$ cat src/rtl/seq_multi_adder_pkg.sv
// Shared definitions for the sequential multi-operand adder: FSM state
// encoding and a constant-foldable ceil(log2) helper.
package adder_pkg;

    typedef enum logic [1:0] {
        IDLE  = 2'b00,
        ACCUM = 2'b01,
        DONE  = 2'b10
    } state_e;

    // Usable in parameter expressions; returns 0 for values <= 1.
    function automatic int clog2(input int value);
        int r;
        r = 0;
        for (int i = 0; i < 31; i++) begin
            if ((1 << i) < value) r = i + 1;
        end
        return r;
    endfunction

endpackage

$ cat src/rtl/seq_multi_adder_fsm.sv
// Control FSM for seq_multi_adder: owns state, operand index, busy and the
// result-valid pulse, and tells the datapath when to capture/step/commit.
module seq_adder_fsm
    import adder_pkg::*;
#(
    parameter int N_OPS = 4,
    parameter int IDX_W = 2
) (
    input  logic             clk,
    input  logic             rst,
    input  logic             go,
    input  logic             abort,
    output logic             busy,
    output logic [IDX_W-1:0] op_sel,
    output logic             output_enable,
    output logic             start,
    output logic             step,
    output logic             last
);

    localparam logic [IDX_W-1:0] LAST_SEL = IDX_W'(N_OPS - 1);

    state_e           state_q, state_d;
    logic [IDX_W-1:0] op_sel_q, op_sel_d;

    always_ff @(posedge clk) begin
        if (rst) begin
            state_q  <= IDLE;
            op_sel_q <= '0;
        end else begin
            state_q  <= state_d;
            op_sel_q <= op_sel_d;
        end
    end

    always_comb begin
        state_d  = state_q;
        op_sel_d = op_sel_q;
        start    = 1'b0;
        step     = 1'b0;
        last     = 1'b0;
        case (state_q)
            IDLE: begin
                // abort wins over a simultaneous go
                if (go && !abort) begin
                    state_d  = ACCUM;
                    op_sel_d = '0;
                    start    = 1'b1;
                end
            end
            ACCUM: begin
                if (abort) begin
                    state_d  = IDLE;
                    op_sel_d = '0;
                end else begin
                    step = 1'b1;
                    if (op_sel_q == LAST_SEL) begin
                        last     = 1'b1;
                        op_sel_d = '0;
                        state_d  = DONE;
                    end else begin
                        op_sel_d = op_sel_q + IDX_W'(1);
                    end
                end
            end
            DONE: begin
                state_d = IDLE;
            end
            default: begin
                state_d  = IDLE;
                op_sel_d = '0;
            end
        endcase
    end

    // Outputs depend on registered state only.
    assign busy          = (state_q != IDLE);
    assign output_enable = (state_q == DONE);
    assign op_sel        = op_sel_q;

endmodule

$ cat src/rtl/seq_multi_adder.sv
// Sequential N_OPS-operand adder/subtractor: captures operands on go, folds one
// operand per cycle into a widened accumulator, and commits the total to sum.
module seq_multi_adder
    import adder_pkg::*;
#(
    parameter int  WIDTH = 8,
    parameter int  N_OPS = 4,
    localparam int IDX_W = clog2(N_OPS),
    localparam int SUM_W = WIDTH + IDX_W
) (
    input  logic                   clk,
    input  logic                   rst,
    input  logic                   go,
    input  logic                   abort,
    input  logic [N_OPS*WIDTH-1:0] op_in,
    input  logic [N_OPS-1:0]       sub_mask,
    output logic                   busy,
    output logic [IDX_W-1:0]       op_sel,
    output logic [SUM_W-1:0]       sum,
    output logic                   output_enable
);

    logic start, step, last;

    seq_adder_fsm #(
        .N_OPS(N_OPS),
        .IDX_W(IDX_W)
    ) u_fsm (
        .clk          (clk),
        .rst          (rst),
        .go           (go),
        .abort        (abort),
        .busy         (busy),
        .op_sel       (op_sel),
        .output_enable(output_enable),
        .start        (start),
        .step         (step),
        .last         (last)
    );

    logic [N_OPS*WIDTH-1:0] op_q, op_d;
    logic [N_OPS-1:0]       mask_q, mask_d;
    logic [SUM_W-1:0]       acc_q, acc_d;
    logic [SUM_W-1:0]       sum_q, sum_d;
    logic [WIDTH-1:0]       operand;
    logic [SUM_W-1:0]       operand_ext;
    logic [SUM_W-1:0]       acc_next;

    always_ff @(posedge clk) begin
        if (rst) begin
            op_q   <= '0;
            mask_q <= '0;
            acc_q  <= '0;
            sum_q  <= '0;
        end else begin
            op_q   <= op_d;
            mask_q <= mask_d;
            acc_q  <= acc_d;
            sum_q  <= sum_d;
        end
    end

    // Operands are zero-extended; subtraction wraps modulo 2^SUM_W.
    assign operand     = op_q[int'(op_sel)*WIDTH +: WIDTH];
    assign operand_ext = SUM_W'(operand);
    assign acc_next    = mask_q[op_sel] ? (acc_q - operand_ext) : (acc_q + operand_ext);

    always_comb begin
        op_d   = op_q;
        mask_d = mask_q;
        acc_d  = acc_q;
        sum_d  = sum_q;
        if (start) begin
            op_d   = op_in;
            mask_d = sub_mask;
            acc_d  = '0;
        end
        if (step) begin
            acc_d = acc_next;
            if (last) sum_d = acc_next;
        end
    end

    assign sum = sum_q;

endmodule

$ cat config.mk
export PLATFORM = sky130hd
export DESIGN_NAME = seq_multi_adder
export DESIGN_NICKNAME = d
export VERILOG_FILES = /design/src/rtl/seq_multi_adder_pkg.sv /design/src/rtl/seq_multi_adder_fsm.sv /design/src/rtl/seq_multi_adder.sv
export SDC_FILE = /design/constraint.sdc
export NUM_CORES = 1
export LEC_CHECK = 0
export CORE_MARGIN = 5
export CORE_UTILIZATION = 44
export CTS_CLUSTER_DIAMETER = 30
export DETAILED_ROUTE_END_ITERATION = 16
export PLACE_DENSITY = 0.71
export SLEW_MARGIN = 20
export SYNTH_ARGS = -nofsm -noshare
export SYNTH_HDL_FRONTEND = slang
export SYNTH_HIERARCHICAL = 1
export SYNTH_SLANG_ARGS = --single-unit
export TNS_END_PERCENT = 1
$ cat constraint.sdc
create_clock -name clk -period 3.15 [get_ports clk]
set_clock_uncertainty 0.05 [all_clocks]
set_input_delay 0.63 -clock clk [delete_from_list [all_inputs] [get_ports clk]]
set_output_delay 0.63 -clock clk [all_outputs]
set_load 0.02 [all_outputs]
---- After elaboration in Yosys (flattened, before gate mapping) ----
Cells that the tools add are included.
operators by class
  $lt $le $gt $ge ......................... 1
  reduce and logical (&&, ||, !) cells .... 8
  $add $sub $neg .......................... 3
  equality and inequality tests ........... 5
  bitwise logic cells ..................... 1
  shift operators ......................... 1
  multiplexer cells ....................... 20
operators by type and width
  cell                   count
  $shiftx A32 B6 Y8      1
  $mux W10               3
  $mux W2                6
  $add A10 B8 Y10        1
  $sub A10 B8 Y10        1
  $mux W1                8
  $pmux W2 S3            1
  $reduce_and A2 Y1      3
  $eq A2 B2 Y1 const B   2
  $pmux W2 S2            1
  $reduce_bool A2 Y1     2
  $lt A2 B3 Y1 const B   1
  $ne A3 B2 Y1 const B   1
  $add A2 B1 Y2 const B  1
  $bmux W1 S2            1
  $eq A2 B1 Y1 const B   1
  $logic_not A2 Y1       1
  $ne A2 B1 Y1 const B   1
  $logic_and A1 B1 Y1    1
  $logic_not A1 Y1       1
  $not A1 Y1             1
word-level totals
  input port bits ......................... 40
  logic and storage cells ................. 45
  flip-flop bits (word level) ............. 60
  output and inout port bits .............. 14

---- Logic depth before layout (Yosys ltp) ----
Gate-level depths: netlist of the first run.
  word-level depth ........................ 6
  depth in mapped cells ................... 14
  depth with buffers taken out ............ 13

---- Modules after synthesis ----
Netlist of the first run, hierarchy kept.
modules (own cells, without submodules)
  module           sequential area each (um^2)  cells an instance  times used  area each (um^2)
  seq_multi_adder  1121.1                       304                1           2909.0
  seq_adder_fsm    80.1                         22                 1           215.2

---- Worst setup path before layout of the first run ----
Ideal clock, no wire load.
  kind .................................... register -> register
  start point ............................. reg u_fsm.op_sel_q[1] (netlist: u_fsm/op_sel[1])
  end point ............................... reg sum_q[9] (netlist: sum[9])
  setup time .............................. 130 ps
  data arrival time ....................... 3458 ps
  required time ........................... 2970 ps
  path buffers ............................ 1
  setup slack ............................. -488 ps
  cell stages (with the launch flop) ...... 15
  clock period less this slack ............ 3638 ps
  path through ............................ dfxtp_1 > buf_6 > mux4_2 > inv_1 > ha_1 > nor3b_1 > a21oi_1 > xnor2_1 > ha_1 > a21oi_1 > o21ai_0 > o211ai_1 > a2111oi_0 > a2111oi_1 > nand2_1
on the way
  longest elaborated chain between the ends .. 5
  elaborated cells between the ends (all ways) .. 11
  those cells by class .................... add/sub (2); eq/ne (1); shift (1); mux (6); reduce/logical (1)
RTL lines
  what                                                                     line                       text
  start: declaration                                                       seq_multi_adder_fsm.sv:24  logic [IDX_W-1:0] op_sel_q, op_sel_d;
  start signal: assignment                                                 seq_multi_adder_fsm.sv:32  op_sel_q <= op_sel_d;
  parallel branches: the longest is 5 deep, another holds $add A10 B8 Y10  -
  end signal: assignment                                                   seq_multi_adder.sv:59      sum_q <= sum_d;
  end: declaration                                                         seq_multi_adder.sv:44      logic [SUM_W-1:0] sum_q, sum_d;
Several ways; the timed one is not identified. The select of a mux whose other input is x is not followed.
A chain may end at the register's enable or synchronous reset.

---- Worst setup path after layout of the first run ----
Same ends and word-level chain as after synthesis.

==> metrics, run 1 <==
syn_area_per_cell 9.58 um2; P_leak 1.60 nW; status finished, violations left; Worst IR Drop VDD 348 uV; num rows 30; Global Route Usage Sum 0.161; synth unique cells 50; first-pass GRT wire length 11.4 mm; WL per Instance 13.6 um; Tcrit/Tclk final 1.02; DR vias/cell 5.19; critical path's top delay family compound AO/OA/AOI/OAI gates; fin area 4180 um2; Starting Density 0.455; register area share after synthesis 0.384; Setup Crit Path Kind reg -> reg; placed cell area 3950 um2; Post-synth EDFFs 0; mapped cell area 3120 um2; Die Ht 94.3 um; Hold Crit Class reg -> reg; P per Cell Area 462 nW/um2; Synth area leaders dfxtp_1 38%, mux2i_1 12%, nor2_1 6.8%, mux4_1 5.9%, ha_1 4.4%; Synth Instances 326; total number of vias 2,610; DRT antenna net count 0; min cycle time layout 3.22 ns; Worst Tran Pin Value 0.501 ns; Most common cell on crit path a21oi_1; drt first pass iters 4; CTS max path bufs 2; Top-Level Pins 54; Ys Warns 6; ys async rst share 0; Req. time, crit path 3.32 ns; vias in the first global route 2,511; final hold vios 0; Clk pin slew, worst setup/hold paths 0.07 ns; port bufs 53; WP buf/inv 0; drt drc 0; CP max stage cell mux4_1; nets@finish 454; Die X 94.3 um; CP Max Fanout 6; Yosys top cell by area dfxtp_1; CTS root buffer clkbuf_8; MaxCap Viol Count 0; Initial DRC Count 71; share of layout cells above drive strength 1 0.172; Antenna diodes 0; Sink Count 60; max_slew headroom 0.658; Worst EP arrival 3.39 ns; Peak Freq 311 MHz; area fraction of the dominant cell type after synthesis 0.384; crit-path cells mux4_1 -> nor3b_4 -> a21oi_2 -> xnor2_1 -> ha_1 -> a21oi_1 -> o21ai_1 -> o211ai_1 -> a21oi_1 -> a2111oi_2 -> nand2_1; Largest stage delay, worst path 0.71 ns; Setup violations, final 2; synthesized flop and latch total 60; clock latency on the worst-skew pair 0.34 ns; Setup TNS -0.127 ns; Detail Placement HPWL 5.11 mm; failing checks setup timing; Worst setup EP type register; CTS Buf Count 9; CTS tree yes; antenna violations before repair 0; Die ar. 8890 um2; Worst Slack Setup Final -0.0685 ns; largest net degree at the start of global routing 47; synth-to-layout area growth 33.9%; critical path startpoint category register; syn_nets 378; hold_buf cts 0; post-layout util 0.609; Routed WL 6.82 mm; remaining global-route overflow 0; most common flop cell mapped by yosys dfxtp_1; GP Congestion 0.896; Placeable Area 6870 um2; RSZ-0062 raised after global routing yes; final slew viol count 0; # H-tree levels 3
==> synth_stat cells, drive strengths merged, types with 2 or more instances <==
library cell / number
o31a: 2
nand2b: 5
clkbuf: 12
a2111oi: 3
nor4: 2
nor2: 57
nand4: 2
o22ai: 2
nand3b: 9
xnor2: 9
o21a: 3
buf: 6
o21ai: 2
or3b: 2
mux2i: 36
and2: 2
a21oi: 21
nor3b: 8
inv: 9
mux4: 9
nand2: 16
o211ai: 5
nor2b: 2
a211oi: 2
nor3: 8
or3: 2
o41ai: 2
dfxtp: 60
nand3: 2
ha: 11
==> through the flow <==
step | std cells | power (mW) | setup WS [ns] | hold slack, ns
CTS | 503 | 1.95 | -0.0718 | 0.406
finish | 503 | 1.93 | -0.0685 | 0.402
global placement | 485 | 1.27 | -0.0432 | 0.391
detailed placement | 485 | 1.27 | -0.226 | 0.397
global route | 503 | 2.03 | -0.259 | 0.422
floorplan | 326 | 1.10 | -0.262 | 0.401
==> registers in the layout, indices dropped and copies added (netlist names) <==
signal	count
u_fsm/state_q	2
u_fsm/op_sel	2
sum	10
acc_q	10
op_q	32
mask_q	4
==> cell usage in the layout, fill, tap and decap left out, types with 3 or more instances in the layout <==
cell type and n:
nand2_1 16, nor2_1 57, nand3b_1 9, clkbuf_8 9, mux2i_1 36, o211ai_1 5, ha_1 10, mux4_1 7
clkdlybuf4s50_1 52, dfxtp_1 58, nor3b_1 7, a21oi_1 16, nand2b_1 5, a21oi_2 5, o21a_1 3, xnor2_1 9
nor3_1 7, buf_4 29, inv_1 7
==> worst reg2reg max path: cells and delay by family, from the launching register on <==
| kind | cells | cell delay [ns] |
|---|---|---|
| flops | 1 | 0.40 |
| fa+ha+maj | 1 | 0.34 |
| mux | 1 | 0.71 |
| xor+xnor | 1 | 0.13 |
| simple gates | 2 | 0.35 |
| compound gates | 6 | 1.14 |
==> cell families (layout without fill, tap and decap cells) <==
group,Yosys count,in the layout,synth area share
muxes,46,46,0.192
and+or+nand+nor,125,125,0.213
DFF,60,60,0.384
xor gates and xnor gates,10,10,0.0280
buffers and inverters,27,108,0.0348
AOI/OAI and AO/OA,46,46,0.0965
adders and majority gates,12,12,0.0505
==> power breakdown <==
group / total, mW / switching, mW / internal [mW] / leakage (nW)
clock: 0.656 / 0.320 / 0.336 / 0.0940
combinational: 0.470 / 0.221 / 0.249 / 1.02
sequential: 0.804 / 0.0181 / 0.786 / 0.489
==> cell type report <==
class | count | area, um2
clock inverters | 6 | 46.3
well taps | 96 | 120
clock buffers | 10 | 149
repair buffers | 83 | 763
inverters | 9 | 33.8
multi-input cells | 239 | 1870
flip-flops and latches | 60 | 1210
fillers | 579 | 2690
==> layer usage <==
metal | wire (um) | global-route usage | vias to the layer above
li1 | - | - | 1336
met1 | 3250 | 0.209 | 1190
met2 | 3070 | 0.245 | 69
met3 | 379 | 0.0521 | 15
met4 | 129 | 0.0662 | 0
met5 | 0 | 0 | -
==> what timing repair did <==
item,4_1_cts,5_1_grt
resized for setup,8,1
setup buffers,2,0
pin swaps,7,1
setup endpoints to repair,4,7
==> final timing paths <==
path | slack [ns] | cells past startpoint | to | startpoint
worst max-delay path | -0.07 | 11 | sum[9] | u_fsm/op_sel[1]
worst min-delay path | 0.40 | 2 | sum[5] | sum[5]
worst max register to register | -0.07 | 11 | sum[9] | u_fsm/op_sel[1]
worst min register to register | 0.40 | 2 | sum[5] | sum[5]
No activity file was read; power rests on OpenSTA's default activity.
==> run 2, diff against run 1 <==
PLACE_DENSITY = 0.68   (was 0.71)
RECOVER_POWER = 50   (was default)
clock period = 3.2 ns   (was 3.15 ns; I/O delays follow)
==> metrics, run 2 (synthesis gave the netlist of run 1 again) <==
status finished, violations left (unchanged); failing checks setup timing (unchanged); Global Route Usage Sum 0.171 (was 0.161); final slew viol count 0 (unchanged); Worst Tran Pin Value 1.37 ns (was 0.501 ns); RSZ-0062 raised after global routing yes (unchanged); Tcrit/Tclk final 1.04 (was 1.02); Detail Placement HPWL 5.11 mm (about the same); DRT antenna net count 0 (unchanged); Top-Level Pins 54 (unchanged); remaining global-route overflow 0 (unchanged); CP Max Fanout 5 (was 6); drt first pass iters 4 (unchanged); CTS root buffer clkbuf_8 (unchanged); synth-to-layout area growth 32.0% (was 33.9%); Largest stage delay, worst path 0.57 ns (was 0.71 ns); min cycle time layout 3.33 ns (was 3.22 ns); Hold Slack 0.403 ns (was 0.402 ns); critical path's top delay family compound AO/OA/AOI/OAI gates (unchanged); total number of vias 2,590 (was 2,610); CTS max path bufs 2 (unchanged); commonest cells after routing, fill and taps aside 59 x dfxtp_1, 57 x nor2_1, 51 x clkdlybuf4s50_1 (was 58 x dfxtp_1, 57 x nor2_1, 52 x clkdlybuf4s50_1); critical path launch point u_fsm/op_sel[1] (unchanged); Design Power 1.91 mW (was 1.93 mW); Hold Path Origin sum[7] (was sum[5]); Clk pin slew, worst setup/hold paths 0.07 ns (about the same); Sink Count 60 (unchanged); Setup violations, final 2 (unchanged); Setup Crit Path Kind reg -> reg (unchanged); drt drc 0 (unchanged); clock latency on the worst-skew pair 0.34 ns (about the same); antenna violations before repair 0 (unchanged); Multi-input gate area 1860 um2 (was 1870 um2); internal reg-to-reg setup slack -0.13 ns (was -0.07 ns); CP max stage cell a2111oi_1 (was mux4_1); Routed WL 7.04 mm (was 6.82 mm); Die ar. 8890 um2 (unchanged); nets@finish 450 (was 454); GP Congestion 0.904 (was 0.896); CTS tree yes (unchanged); vias in the first global route 2,538 (was 2,511); worst reg2reg path endpoint sum[9] (unchanged); largest net degree at the start of global routing 47 (unchanged); Worst Slack Setup Final -0.134 ns (was -0.0685 ns); # H-tree levels 3 (unchanged); MaxCap Viol Count 0 (unchanged); Die X 94.3 um (unchanged); Hold Crit Class reg -> reg (unchanged); depth of the worst register-to-register path 14 (was 11); critical path startpoint category register (unchanged); P per Cell Area 463 nW/um2 (was 462 nW/um2); Worst IR Drop VDD 275 uV (was 348 uV); WL per Instance 14.1 um (was 13.6 um); CTS Buf Count 9 (unchanged); Worst EP arrival 3.57 ns (was 3.39 ns); worst reg2reg startpoint u_fsm/op_sel[1] (unchanged); Placeable Area 6870 um2 (unchanged); num rows 30 (unchanged); crit-path cells mux4_2 -> inv_2 -> ha_4 -> nor3b_4 -> buf_4 -> a21oi_2 -> xnor2_1 -> ha_1 -> nand4_1 -> a21oi_2 -> o211ai_1 -> a2111oi_1 -> a2111oi_2 -> nand2_1 (was mux4_1 -> nor3b_4 -> a21oi_2 -> xnor2_1 -> ha_1 -> a21oi_1 -> o21ai_1 -> o211ai_1 -> a21oi_1 -> a2111oi_2 -> nand2_1); max_slew headroom 0.0888 (was 0.658); Req. time, crit path 3.43 ns (was 3.32 ns); final hold vios 0 (unchanged); port bufs 53 (unchanged); Post-Place Setup Slack -0.128 ns (was -0.226 ns); WP buf/inv 2 (was 0); first-pass GRT wire length 11.9 mm (was 11.4 mm); Die Ht 94.3 um (unchanged); WHS Path Cells 2 (unchanged); Antenna diodes 0 (unchanged); Peak Freq 300 MHz (was 311 MHz); DR vias/cell 5.19 (about the same); P_leak 1.57 nW (was 1.60 nW); Worst setup EP type register (unchanged); number of flip-flops in the largest register 32 (unchanged); largest register by flop count op_q (unchanged); hold_buf cts 0 (unchanged); Initial DRC Count 59 (was 71); Starting Density 0.455 (unchanged); Hold Path Sink sum[7] (was sum[5]); share of layout cells above drive strength 1 0.159 (was 0.172); register area 1200 um2 (was 1210 um2); number of fill cells 620 (was 579); commonest non-fill, non-tap cell in the layout dfxtp_1 (unchanged); Most common cell on crit path a21oi_2 (was a21oi_1)
[run 2: power by group]
group,switching [mW],total (mW),internal (mW)
clock network,0.295,0.675,0.380
logic,0.217,0.442,0.225
registers,0.0181,0.792,0.774
total,0.530,1.91,1.38
[run 2: worst reg2reg max path, stage by stage, from the launching register on]
cell	delay, ns
dfxtp_4	0.39
mux4_2	0.53
inv_2	0.09
ha_4	0.13
nor3b_4	0.19
buf_4	0.15
a21oi_2	0.05
xnor2_1	0.12
ha_1	0.35
nand4_1	0.15
a21oi_2	0.18
o211ai_1	0.19
a2111oi_1	0.58
a2111oi_2	0.06
nand2_1	0.08
[run 2: timing repair]
action,CTS,global route
setup buffers,2,1
endpoints found under the hold margin,0,0
pin swaps,11,2
cloned,0,0
setup endpoints to repair,3,5
resized for setup,11,1
[run 2: worst max-delay path by stage]
| stage | endpoint | slack, ns | cells after the start |
|---|---|---|---|
| 2_1_floorplan | sum[9] | -0.21 | 14 |
| 6_report | sum[9] | -0.13 | 14 |
| 4_1_cts | sum[9] | -0.05 | 13 |
| 3_5_place_dp | sum[9] | -0.13 | 13 |
| 3_3_place_gp | sum[9] | -0.01 | 10 |
| 5_1_grt | sum[9] | -0.34 | 14 |
[run 2: routing by layer]
layer,global-route usage,routed length [um],vias up
met2,0.268,3260,69
met5,0,0,-
met4,0.0674,74,0
li1,-,-,1317
met3,0.0473,380,9
met1,0.222,3330,1195
[run 2: final cells by class]
cell class,count,share of cell area
inverters,9,0.00819
well taps,96,0.0291
clock inverters,4,0.0118
repair buffers,79,0.173
flip-flops and latches,60,0.292
multi-input cells,239,0.450
clock buffers,12,0.0352
[run 2: metrics by stage]
| stage | instances | cell area, um2 | util | setup TNS, ns |
|---|---|---|---|---|
| 2_1_floorplan | 326 | 3150 | - | -0.255 |
| 3_3_place_gp | 480 | 3910 | 0.569 | -0.0107 |
| 3_5_place_dp | 480 | 3910 | 0.569 | -0.178 |
| 4_1_cts | 498 | 4140 | 0.603 | -0.0929 |
| 5_1_grt | 499 | 4120 | 0.600 | -0.899 |
| 6_report | 499 | 4120 | 0.600 | -0.243 |
==> run 3, diff against run 2 <==
SKIP_CTS_REPAIR_TIMING = 1   (was default)
==> metrics, run 3 (synthesis gave the netlist of run 1 again) <==
status finished, violations left (unchanged); failing checks setup timing (unchanged); Die X 94.3 um (unchanged); clock latency on the worst-skew pair 0.34 ns (about the same); MaxCap Viol Count 0 (unchanged); first-pass GRT wire length 11.7 mm (was 11.9 mm); RSZ-0062 raised after global routing yes (unchanged); DR vias/cell 5.16 (was 5.19); placed cell area 3910 um2 (unchanged); WL per Instance 14.0 um (was 14.1 um); vias in the first global route 2,508 (was 2,538); Hold Crit Class reg -> reg (unchanged); post-layout util 0.601 (was 0.600); CP Max Fanout 5 (unchanged); P per Cell Area 462 nW/um2 (was 463 nW/um2); synth-to-layout area growth 32.2% (was 32.0%); total number of vias 2,577 (was 2,590); Global Route Usage Sum 0.168 (was 0.171); CTS max path bufs 2 (unchanged); commonest cells after routing, fill and taps aside 59 x dfxtp_1, 56 x nor2_1, 51 x clkdlybuf4s50_1 (was 59 x dfxtp_1, 57 x nor2_1, 51 x clkdlybuf4s50_1); commonest non-fill, non-tap cell in the layout dfxtp_1 (unchanged); Worst EP arrival 3.64 ns (was 3.57 ns); Peak Freq 294 MHz (was 300 MHz); Post-Place Setup Slack -0.128 ns (unchanged); largest register by flop count op_q (unchanged); critical path startpoint category register (unchanged); Sink Count 60 (unchanged); Die Ht 94.3 um (unchanged); Tcrit/Tclk final 1.06 (was 1.04); Design Power 1.91 mW (about the same); max_slew headroom 0.100 (was 0.0888); Req. time, crit path 3.44 ns (was 3.43 ns); Detail Placement HPWL 5.11 mm (unchanged); DRT antenna net count 0 (unchanged); CTS root buffer clkbuf_8 (unchanged); GP Congestion 0.904 (unchanged); drt first pass iters 4 (unchanged); num rows 30 (unchanged); nets@finish 450 (unchanged); final hold vios 0 (unchanged); Antenna diodes 0 (unchanged); port bufs 53 (unchanged); min cycle time layout 3.40 ns (was 3.33 ns); Clk pin slew, worst setup/hold paths 0.07 ns (about the same); Worst Tran Pin Value 1.35 ns (was 1.37 ns); # H-tree levels 3 (unchanged); CTS tree yes (unchanged); CTS Buf Count 9 (unchanged); Setup Crit Path Kind reg -> reg (unchanged); share of layout cells above drive strength 1 0.159 (unchanged); drt drc 0 (unchanged); Die ar. 8890 um2 (unchanged); number of flip-flops in the largest register 32 (unchanged); final slew viol count 0 (unchanged); remaining global-route overflow 0 (unchanged); Finished Layout Cells 499 (unchanged); P_leak 1.58 nW (was 1.57 nW); placed cell count 480 (unchanged); Placeable Area 6870 um2 (unchanged); Starting Density 0.455 (unchanged); Initial DRC Count 75 (was 59); Worst Slack Setup Final -0.197 ns (was -0.134 ns); fin area 4130 um2 (was 4120 um2); Worst setup EP type register (unchanged); Routed WL 6.98 mm (was 7.04 mm); Setup violations, final 2 (unchanged); Top-Level Pins 54 (unchanged); antenna violations before repair 0 (unchanged); largest net degree at the start of global routing 47 (unchanged); Worst IR Drop VDD 274 uV (was 275 uV)
-- run 3: cell count changes in the layout (fill, tap and decap cells not counted), sizes merged --
cell	change
buf	+1
clkbuf	-1
-- run 3: where the power goes --
part           switching, mW  internal (mW)  leakage (nW)  total (mW)
registers             0.0180          0.774         0.489       0.792
logic                  0.217          0.223         0.990       0.441
clock network          0.294          0.380         0.100       0.674
-- run 3: critical path: stages, from the launching register on --
cell       delay [ns]
dfxtp_4          0.38
mux4_2           0.53
buf_4            0.15
buf_4            0.14
nor4_4           0.28
a21oi_1          0.11
xnor2_1          0.14
ha_1             0.31
nand4_1          0.14
a21oi_2          0.18
o211ai_1         0.22
a2111oi_1        0.58
a2111oi_2        0.06
nand2_1          0.08
-- run 3: worst paths after layout --
check / cells past startpoint / slack [ns] / from / end
setup / recovery: 13 / -0.20 / u_fsm/op_sel[1] / sum[9]
hold / removal: 2 / 0.40 / sum[5] / sum[5]
setup reg to reg: 13 / -0.20 / u_fsm/op_sel[1] / sum[9]
hold reg to reg: 2 / 0.40 / sum[5] / sum[5]
-- run 3: final cells by class --
cell class	count	area [um2]
Clock buffer	12	145
Multi-Input combinational cell	239	1860
Fill cell	619	2740
Timing Repair Buffer	79	718
Tap cell	96	120
Clock inverter	4	48.8
Sequential cell	60	1200
Inverter	9	33.8
-- run 3: routing by layer --
layer | global-route usage | wire (um) | vias to the layer above | part of all wire
li1 | - | - | 1318 | -
met1 | 0.218 | 3330 | 1185 | 0.48
met2 | 0.264 | 3210 | 62 | 0.46
met3 | 0.0473 | 341 | 12 | 0.049
met4 | 0.0650 | 105 | 0 | 0.015
met5 | 0 | 0 | - | 0
-- run 3: through the flow --
step           hold WS [ns]  TNS, ns
4_1_cts               0.406   -0.257
3_5_place_dp          0.397   -0.178
3_3_place_gp          0.391  -0.0107
2_1_floorplan         0.401   -0.255
5_1_grt               0.427    -1.05
6_report              0.403   -0.369
